## config.mk

```make
export PLATFORM = sky130hd
export DESIGN_NAME = date_counter
export DESIGN_NICKNAME = d
export VERILOG_FILES = /design/src/rtl/date_counter.sv
export SDC_FILE = /design/constraint.sdc
export NUM_CORES = 1
export LEC_CHECK = 0
export BUFFER_PORTS_ARGS = -buffer_cell sky130_fd_sc_hd__buf_2
export CAP_MARGIN = 25
export CELL_PAD_IN_SITES_DETAIL_PLACEMENT = 1
export CELL_PAD_IN_SITES_GLOBAL_PLACEMENT = 1
export CORE_MARGIN = 1.5
export CORE_UTILIZATION = 36
export CTS_CLUSTER_SIZE = 8
export DETAILED_ROUTE_END_ITERATION = 10
export GPL_ROUTABILITY_DRIVEN = 0
export PLACE_DENSITY_LB_ADDON = 0.1
export REMOVE_ABC_BUFFERS = 1
export SLEW_MARGIN = 10
export SYNTH_ARGS = -nofsm -noshare
export SYNTH_HDL_FRONTEND = slang
export SYNTH_SLANG_ARGS = --single-unit
```

## constraint.sdc

```tcl
create_clock -name clk -period 3.1 [get_ports clk]
set_input_delay 0.155 -clock clk [delete_from_list [all_inputs] [get_ports clk]]
set_output_delay 0.155 -clock clk [all_outputs]
set_load 0.01 [all_outputs]
```

## src/rtl/date_counter.sv

```systemverilog
// -----------------------------------------------------------------------------
// date_counter
//
// Calendar stage that sits directly after the hour/min/sec timer. It keeps
// day/month/year for the years 2000-2099 (year is held as an offset from
// 2000). The date advances once per rising edge of the timer's day-rollover
// level. It can also be stepped by three debounced buttons, or loaded as a
// whole from the serial port. Leap years and month lengths are handled here:
// day is clamped whenever a month or year change makes it out of range.
//
// Ports:
//   clk       in   1  system clock (same 1 kHz clock as the timer)
//   reset     in   1  asynchronous, active-high reset
//   oneday    in   1  day-rollover level from the timer (may stay high ~1 h)
//   bday      in   1  day-increment button (debounced level)
//   bmonth    in   1  month-increment button (debounced level)
//   byear     in   1  year-increment button (debounced level)
//   serialen  in   1  serial load enable (level, evaluated every cycle)
//   syear     in   7  serial year offset, 0-99
//   smonth    in   4  serial month, 1-12
//   sday      in   5  serial day, 1-31
//   year      out  7  year offset from 2000, 0-99
//   month     out  4  month, 1-12
//   day       out  5  day of month, 1-31
//   newyear   out  1  one-cycle pulse on a Dec 31 -> Jan 1 calendar advance
//   load_err  out  1  one-cycle pulse when a serial load is rejected
// -----------------------------------------------------------------------------
module date_counter #(
    parameter int RST_YEAR  = 14,
    parameter int RST_MONTH = 1,
    parameter int RST_DAY   = 1
) (
    input  logic       clk,
    input  logic       reset,
    input  logic       oneday,
    input  logic       bday,
    input  logic       bmonth,
    input  logic       byear,
    input  logic       serialen,
    input  logic [6:0] syear,
    input  logic [3:0] smonth,
    input  logic [4:0] sday,
    output logic [6:0] year,
    output logic [3:0] month,
    output logic [4:0] day,
    output logic       newyear,
    output logic       load_err
);

    localparam logic [6:0] RST_YEAR_V  = 7'(RST_YEAR);
    localparam logic [3:0] RST_MONTH_V = 4'(RST_MONTH);
    localparam logic [4:0] RST_DAY_V   = 5'(RST_DAY);

    // ------------------------------------------------------------------
    // Calendar helpers
    // ------------------------------------------------------------------

    // Within 2000-2099 the simple divisible-by-4 rule is exact (2000 is leap).
    function automatic logic is_leap(input logic [6:0] y);
        return (y[1:0] == 2'd0);
    endfunction

    // Number of days in month m of year offset y. Out-of-range months map to
    // 31 so that the function is total; callers never rely on that value for
    // a committed date.
    function automatic logic [4:0] days_in_month(input logic [3:0] m,
                                                 input logic [6:0] y);
        logic [4:0] d;
        case (m)
            4'd1, 4'd3, 4'd5, 4'd7, 4'd8, 4'd10, 4'd12: d = 5'd31;
            4'd4, 4'd6, 4'd9, 4'd11:                    d = 5'd30;
            4'd2:    d = is_leap(y) ? 5'd29 : 5'd28;
            default: d = 5'd31;
        endcase
        return d;
    endfunction

    // Pull a day back into range after the month or year has changed.
    function automatic logic [4:0] clamp_day(input logic [4:0] d,
                                             input logic [4:0] lim);
        return (d > lim) ? lim : d;
    endfunction

    // Year offset wraps 99 -> 0 (2099 -> 2000).
    function automatic logic [6:0] inc_year(input logic [6:0] y);
        return (y >= 7'd99) ? 7'd0 : (y + 7'd1);
    endfunction

    // A serial date is accepted only if every field is in range for the
    // month and year it names.
    function automatic logic serial_valid(input logic [6:0] y,
                                          input logic [3:0] m,
                                          input logic [4:0] d);
        logic ok;
        ok = (m >= 4'd1) && (m <= 4'd12) && (y <= 7'd99) &&
             (d >= 5'd1) && (d <= days_in_month(m, y));
        return ok;
    endfunction

    // ------------------------------------------------------------------
    // Edge detection
    // ------------------------------------------------------------------
    logic oneday_d_r;
    logic btn_d_r;
    logic btn_any_s;
    logic day_tick_s;
    logic bday_press_s;
    logic bmonth_press_s;
    logic byear_press_s;

    // One shared history bit for all three buttons: while any button is held,
    // a press of another one is not seen as a new edge.
    assign btn_any_s      = bday | bmonth | byear;
    assign day_tick_s     = oneday & ~oneday_d_r;
    assign bday_press_s   = bday   & ~btn_d_r;
    assign bmonth_press_s = bmonth & ~btn_d_r;
    assign byear_press_s  = byear  & ~btn_d_r;

    // ------------------------------------------------------------------
    // Next-state computation
    // ------------------------------------------------------------------
    logic [4:0] dim_cur_s;
    logic [3:0] month_inc_s;
    logic [6:0] year_inc_s;
    logic       load_ok_s;

    logic [6:0] year_n_s;
    logic [3:0] month_n_s;
    logic [4:0] day_n_s;
    logic       newyear_n_s;
    logic       load_err_n_s;

    assign dim_cur_s   = days_in_month(month, year);
    assign month_inc_s = (month >= 4'd12) ? 4'd1 : (month + 4'd1);
    assign year_inc_s  = inc_year(year);
    assign load_ok_s   = serial_valid(syear, smonth, sday);

    // Select exactly one action per cycle; lower-priority events that
    // coincide with a higher one are dropped.
    always_comb begin
        year_n_s     = year;
        month_n_s    = month;
        day_n_s      = day;
        newyear_n_s  = 1'b0;
        load_err_n_s = 1'b0;

        if (day_tick_s) begin
            // Calendar advance with full carry into month and year.
            if (day < dim_cur_s) begin
                day_n_s = day + 5'd1;
            end else begin
                day_n_s = 5'd1;
                if (month < 4'd12) begin
                    month_n_s = month + 4'd1;
                end else begin
                    month_n_s   = 4'd1;
                    year_n_s    = year_inc_s;
                    newyear_n_s = 1'b1;
                end
            end
        end else if (bday_press_s) begin
            // Day button wraps within the month; no carry.
            day_n_s = (day >= dim_cur_s) ? 5'd1 : (day + 5'd1);
        end else if (bmonth_press_s) begin
            // Month button wraps 12 -> 1 without touching the year.
            month_n_s = month_inc_s;
            day_n_s   = clamp_day(day, days_in_month(month_inc_s, year));
        end else if (byear_press_s) begin
            // Year button can move Feb 29 into a non-leap year.
            year_n_s = year_inc_s;
            day_n_s  = clamp_day(day, days_in_month(month, year_inc_s));
        end else if (serialen) begin
            if (load_ok_s) begin
                year_n_s  = syear;
                month_n_s = smonth;
                day_n_s   = sday;
            end else begin
                load_err_n_s = 1'b1;
            end
        end else begin
            year_n_s  = year;
            month_n_s = month;
            day_n_s   = day;
        end
    end

    // ------------------------------------------------------------------
    // State registers
    // ------------------------------------------------------------------

    // Edge history resets high so that a level already high at reset
    // release does not count as an edge.
    always_ff @(posedge clk or posedge reset) begin
        if (reset) begin
            oneday_d_r <= 1'b1;
            btn_d_r    <= 1'b1;
        end else begin
            oneday_d_r <= oneday;
            btn_d_r    <= btn_any_s;
        end
    end

    // Date registers and one-cycle status pulses.
    always_ff @(posedge clk or posedge reset) begin
        if (reset) begin
            year     <= RST_YEAR_V;
            month    <= RST_MONTH_V;
            day      <= RST_DAY_V;
            newyear  <= 1'b0;
            load_err <= 1'b0;
        end else begin
            year     <= year_n_s;
            month    <= month_n_s;
            day      <= day_n_s;
            newyear  <= newyear_n_s;
            load_err <= load_err_n_s;
        end
    end

endmodule

```

# Word-level counts from Yosys, hierarchy flattened
# Index checks and enable logic that the tools add are counted.
# classes
mux	51
n_eq_ne	22
addsub	3
n_lt_le_gt_ge	12
n_reduce_logical	19
n_bitwise	8
# op_table
op	n
5-bit 2-to-1 mux	17
7-bit 2-to-1 mux	9
4-bit 2-to-1 mux	9
4-bit by 3-bit equality test with 1-bit output, second input constant	6
4-bit equality test, second input constant	6
2-bit case mux with 2 select lines	4
4-bit by 2-bit equality test with 1-bit output, second input constant	3
1-bit 2-to-1 mux	12
3-bit nonzero test	4
4-bit OR reduction	3
5-bit > comparator	2
5-bit nonzero test	2
2-bit inequality test, second input constant	4
7-bit by 1-bit adder with 7-bit output, second input constant	1
7-bit greater-or-equal comparator, second input constant	1
7-bit <= comparator, second input constant	1
2-bit logical NOT	3
6-bit AND reduction	1
5-bit by 1-bit adder with 5-bit output, second input constant	1
5-bit by 1-bit greater-or-equal comparator with 1-bit output, second input constant	1
5-bit greater-or-equal comparator	1
5-bit <= comparator	1
5-bit less-than comparator	1
5-bit by 4-bit inequality test with 1-bit output, second input constant	1
other kinds (13)	21
# totals
ff_bits	20
elab_cells	122
in_bits	23
out_inout_bits	18

# Depth between registers and ports, before layout
# depth
depth_word	15
depth_mapped	13

# Worst setup path after synthesis
# No wires, ideal clock.
# synth_path
kind	flip-flop to flip-flop
start	register year[0]
end	register day[2]
setup_ps	125
t_required_ps	2975
arrival_ps	2856
path_slack_ps	119
period_less_slack_ps	2981
path_buffers	0
stages_incl_launch_ff	12
cell_sequence	dfrtp_1 ha_1 a211o_1 o311ai_2 a31oi_1 ha_1 nor2b_1 a2bb2oi_1 o21ai_0 a22o_1 a21oi_1 mux2_2
# synth_between
elab_chain_len	12
word_cells_on_any_way	28
cone_classes	1 x add/sub; 5 x order compare; 2 x eq/ne; 17 x mux; 3 x reduce/logical
# synth_lines
element	line	source
from (decl)	43	output logic [6:0] year,
from (signal assigned)	212	year <= year_n_s;
7-bit by 1-bit adder with 7-bit output or 7-bit greater-or-equal comparator (tied branches)	86	return (y >= 7'd99) ? 7'd0 : (y + 7'd1);
7-bit 2-to-1 mux	86	
2-bit logical NOT	60	return (y[1:0] == 2'd0);
1-bit 2-to-1 mux	72	4'd2: d = is_leap(y) ? 5'd29 : 5'd28;
2-bit case mux with 2 select lines	69	case (m)
5-bit 2-to-1 mux	168	end else if (byear_press_s) begin
5-bit 2-to-1 mux	164	end else if (bmonth_press_s) begin
5-bit 2-to-1 mux	161	end else if (bday_press_s) begin
5-bit 2-to-1 mux	147	if (day_tick_s) begin
5-bit > comparator	81	return (d > lim) ? lim : d;
5-bit by 4-bit inequality test with 1-bit output (no source line)	n/a	
4-bit AND reduction (no source line)	n/a	
to (signal assigned)	214	day <= day_n_s;
to (decl)	45	output logic [4:0] day,
# Parallel ways exist; a longest one is shown, timed or not. The select of a mux whose other input is x is not followed.
# A chain may end at the register's enable or synchronous reset.

# Final worst setup path
# layout_path
start	register year[0]
end	register day[4]
# The elaborated chain is that of the path after synthesis.

==> metrics.txt <==
status finished, final reports clean; CP Launch Type register; CP Class register to register; H-tree levels 1; Die X 72.9 µm; core area 4720 µm²; routed vias 1790; TritonCTS Buffers 3; Syn Area/Cell 8.22 µm²; antenna-violating nets left 0; pwr/cell area 709 nW/µm²; flop2flop setup slack 0.10 ns; number of distinct library cells after synthesis 47; Area contributors post-synth dfrtp_1 (18%), dfstp_2 (10%), ha_1 (10%); VDD IR-drop max 314 µV; Post-synth top cells nand2_1 (22), o21ai_0 (22), nor2_1 (16); worst path required time 3.25 ns; ys async rst share 100%; worst slew pin tran 0.861 ns; cell taking the most area after synthesis dfrtp_1; Clock Latency Late Sink 0.26 ns; Yosys top cell area share 18.5%; vias in the first global route 1750; slew margin rel. 42.6%; setup TNS 0 ns; CTS tree yes; Overall Power 1540 µW; Mapped Cells 214; RR Startpoint year[0]; crit-path max FO 5; fmax 0.333 GHz; Routed WL per cell 16.1 µm; worst hold slack 0.0605 ns; Max Cap Violations 0; dpl cells 323; First DRT Iteration DRCs 63; Pleak 0.00104 µW; final hold violation count 0; Ys Warns 0; CP Capture Type register; final cycle utilization of the critical path 96.7%; # IOs 41; share of cells above drive strength 1 25.9%; Layout area overhead 23.5%; Cell Rows 25; clk root buf clkbuf_8; TritonRoute pass-1 iters 4; register area share after synthesis 28.9%; largest net degree at the start of global routing 21; number of flops mapped to enable cells by yosys 0; Worst EP arrival 3.15 ns; minimum clock period 3.00 ns; total grt overflow 0; # setup viols final 0; top_reg_cell synth dfrtp_1; Longest Clk Path Bufs 2; antenna violations before repair 0; vias per cell 5.42; cell area after synthesis 1760 µm²; DRC viols 0; Worst Reg2Reg Path Length in Cells 12; final HPWL from detailed placement 4120 µm; I/O Buffers 40; n_diodes 0; nets 301; Initial Util 37.2%; Die Y-Extent 72.9 µm; Total GRT Usage 21.4%; RR Endpoint day[4]; clk sink count 20; Die ar. 5320 µm²; Hold Path Class primary input to asynchronous set/reset pin; Slew Viols, Final 0; Worst-path clk slew 0.08 ns; Yosys reg bits 20; WL final 5330 µm; fin cells 330; first-pass GRT wire length 8670 µm; Clock Skew 0.00187 ns
-- area by class of cell --
cell class              count  area (µm²)
fillers                   586        2550
multi-input cells         176        1190
flip-flops and latches     20         510
repair buffers             48         263
well taps                  67        83.8
inverters                  15        56.3
clock buffers               3        41.3
clock inverters             1        30.0
-- stage by stage --
step	setup WS, ns	utilization [%]	instance area (µm²)
global placement	0.239	43.6	2060
global route	-0.00468	46.0	2170
floorplan	0.119	-	1740
finish	0.101	46.0	2170
detailed placement	0.0662	43.6	2060
CTS	0.0181	45.3	2140
-- per-layer routing --
metal  share of wire [%]  vias to the layer above  GRT usage, %
li1                    -                      890             -
met1                  49                      862          29.9
met2                  47                       31          34.9
met3                 2.7                        7          2.35
met4                 1.5                        0          6.50
met5                   0                        -             0
-- how the worst max path moves through the flow --
stage          slack [ns]     from  cells after the start  endpoint
6_report             0.10  year[0]                     12    day[4]
2_1_floorplan        0.12  year[0]                     11    day[2]
4_1_cts              0.02  year[0]                     12    day[4]
5_1_grt            -0.005  year[0]                     12    day[4]
3_5_place_dp         0.07  year[0]                     12    day[4]
3_3_place_gp         0.24  year[0]                     12    day[3]
-- critical path: stages, from the launching register on --
cell	delay (ns)
dfrtp_2	0.43
ha_1	0.24
a211o_1	0.28
o311ai_4	0.35
a31oi_2	0.16
ha_1	0.20
nor2b_1	0.12
a2bb2oi_1	0.15
o21ai_0	0.08
a22o_1	0.23
a21oi_1	0.14
buf_4	0.16
mux2_2	0.34
-- cell usage in the layout (no fill, tap or decap), types with 4 or more instances in the layout --
cell type   n
buf_2      40
o21ai_0    22
nand2_1    22
nor2_1     16
inv_1      15
ha_1       14
a21oi_1    12
dfrtp_1    12
nor2b_1     9
nand3_1     9
dfstp_2     7
buf_4       7
nand2b_1    6
a22o_1      5
o211ai_1    4
mux2_2      4
-- kinds of logic after synthesis --
group                    Yosys count  share of synthesized area (%)
AND/OR/NAND/NOR                   79                           23.0
AO/OA/AOI/OAI                     74                           28.4
flip-flops                        20                           28.9
buffers and inverters             18                           4.48
adder cells (fa/ha/maj)           14                           9.96
multiplexers                       6                           3.70
XOR/XNOR                           3                           1.49
-- power breakdown --
part           internal, µW  switching, µW
sequential              361            140
combinational           361            410
clock                   173           97.0
total                   894            647
-- flip-flops by register name, summed over array words and instances, names as in the netlist --
register and flops:
year 7, newyear 1, month 4, day 5, load_err 1, oneday_d_r 1, btn_d_r 1
-- timing repair --
action / CTS / global route
setup endpoints to repair: 0 / 4
hold buffers: 1 / 0
setup buffers: 0 / 2
hold endpoints to repair: 1 / 0
resized for setup: 0 / 4
No activity file was read; power rests on OpenSTA's default activity.
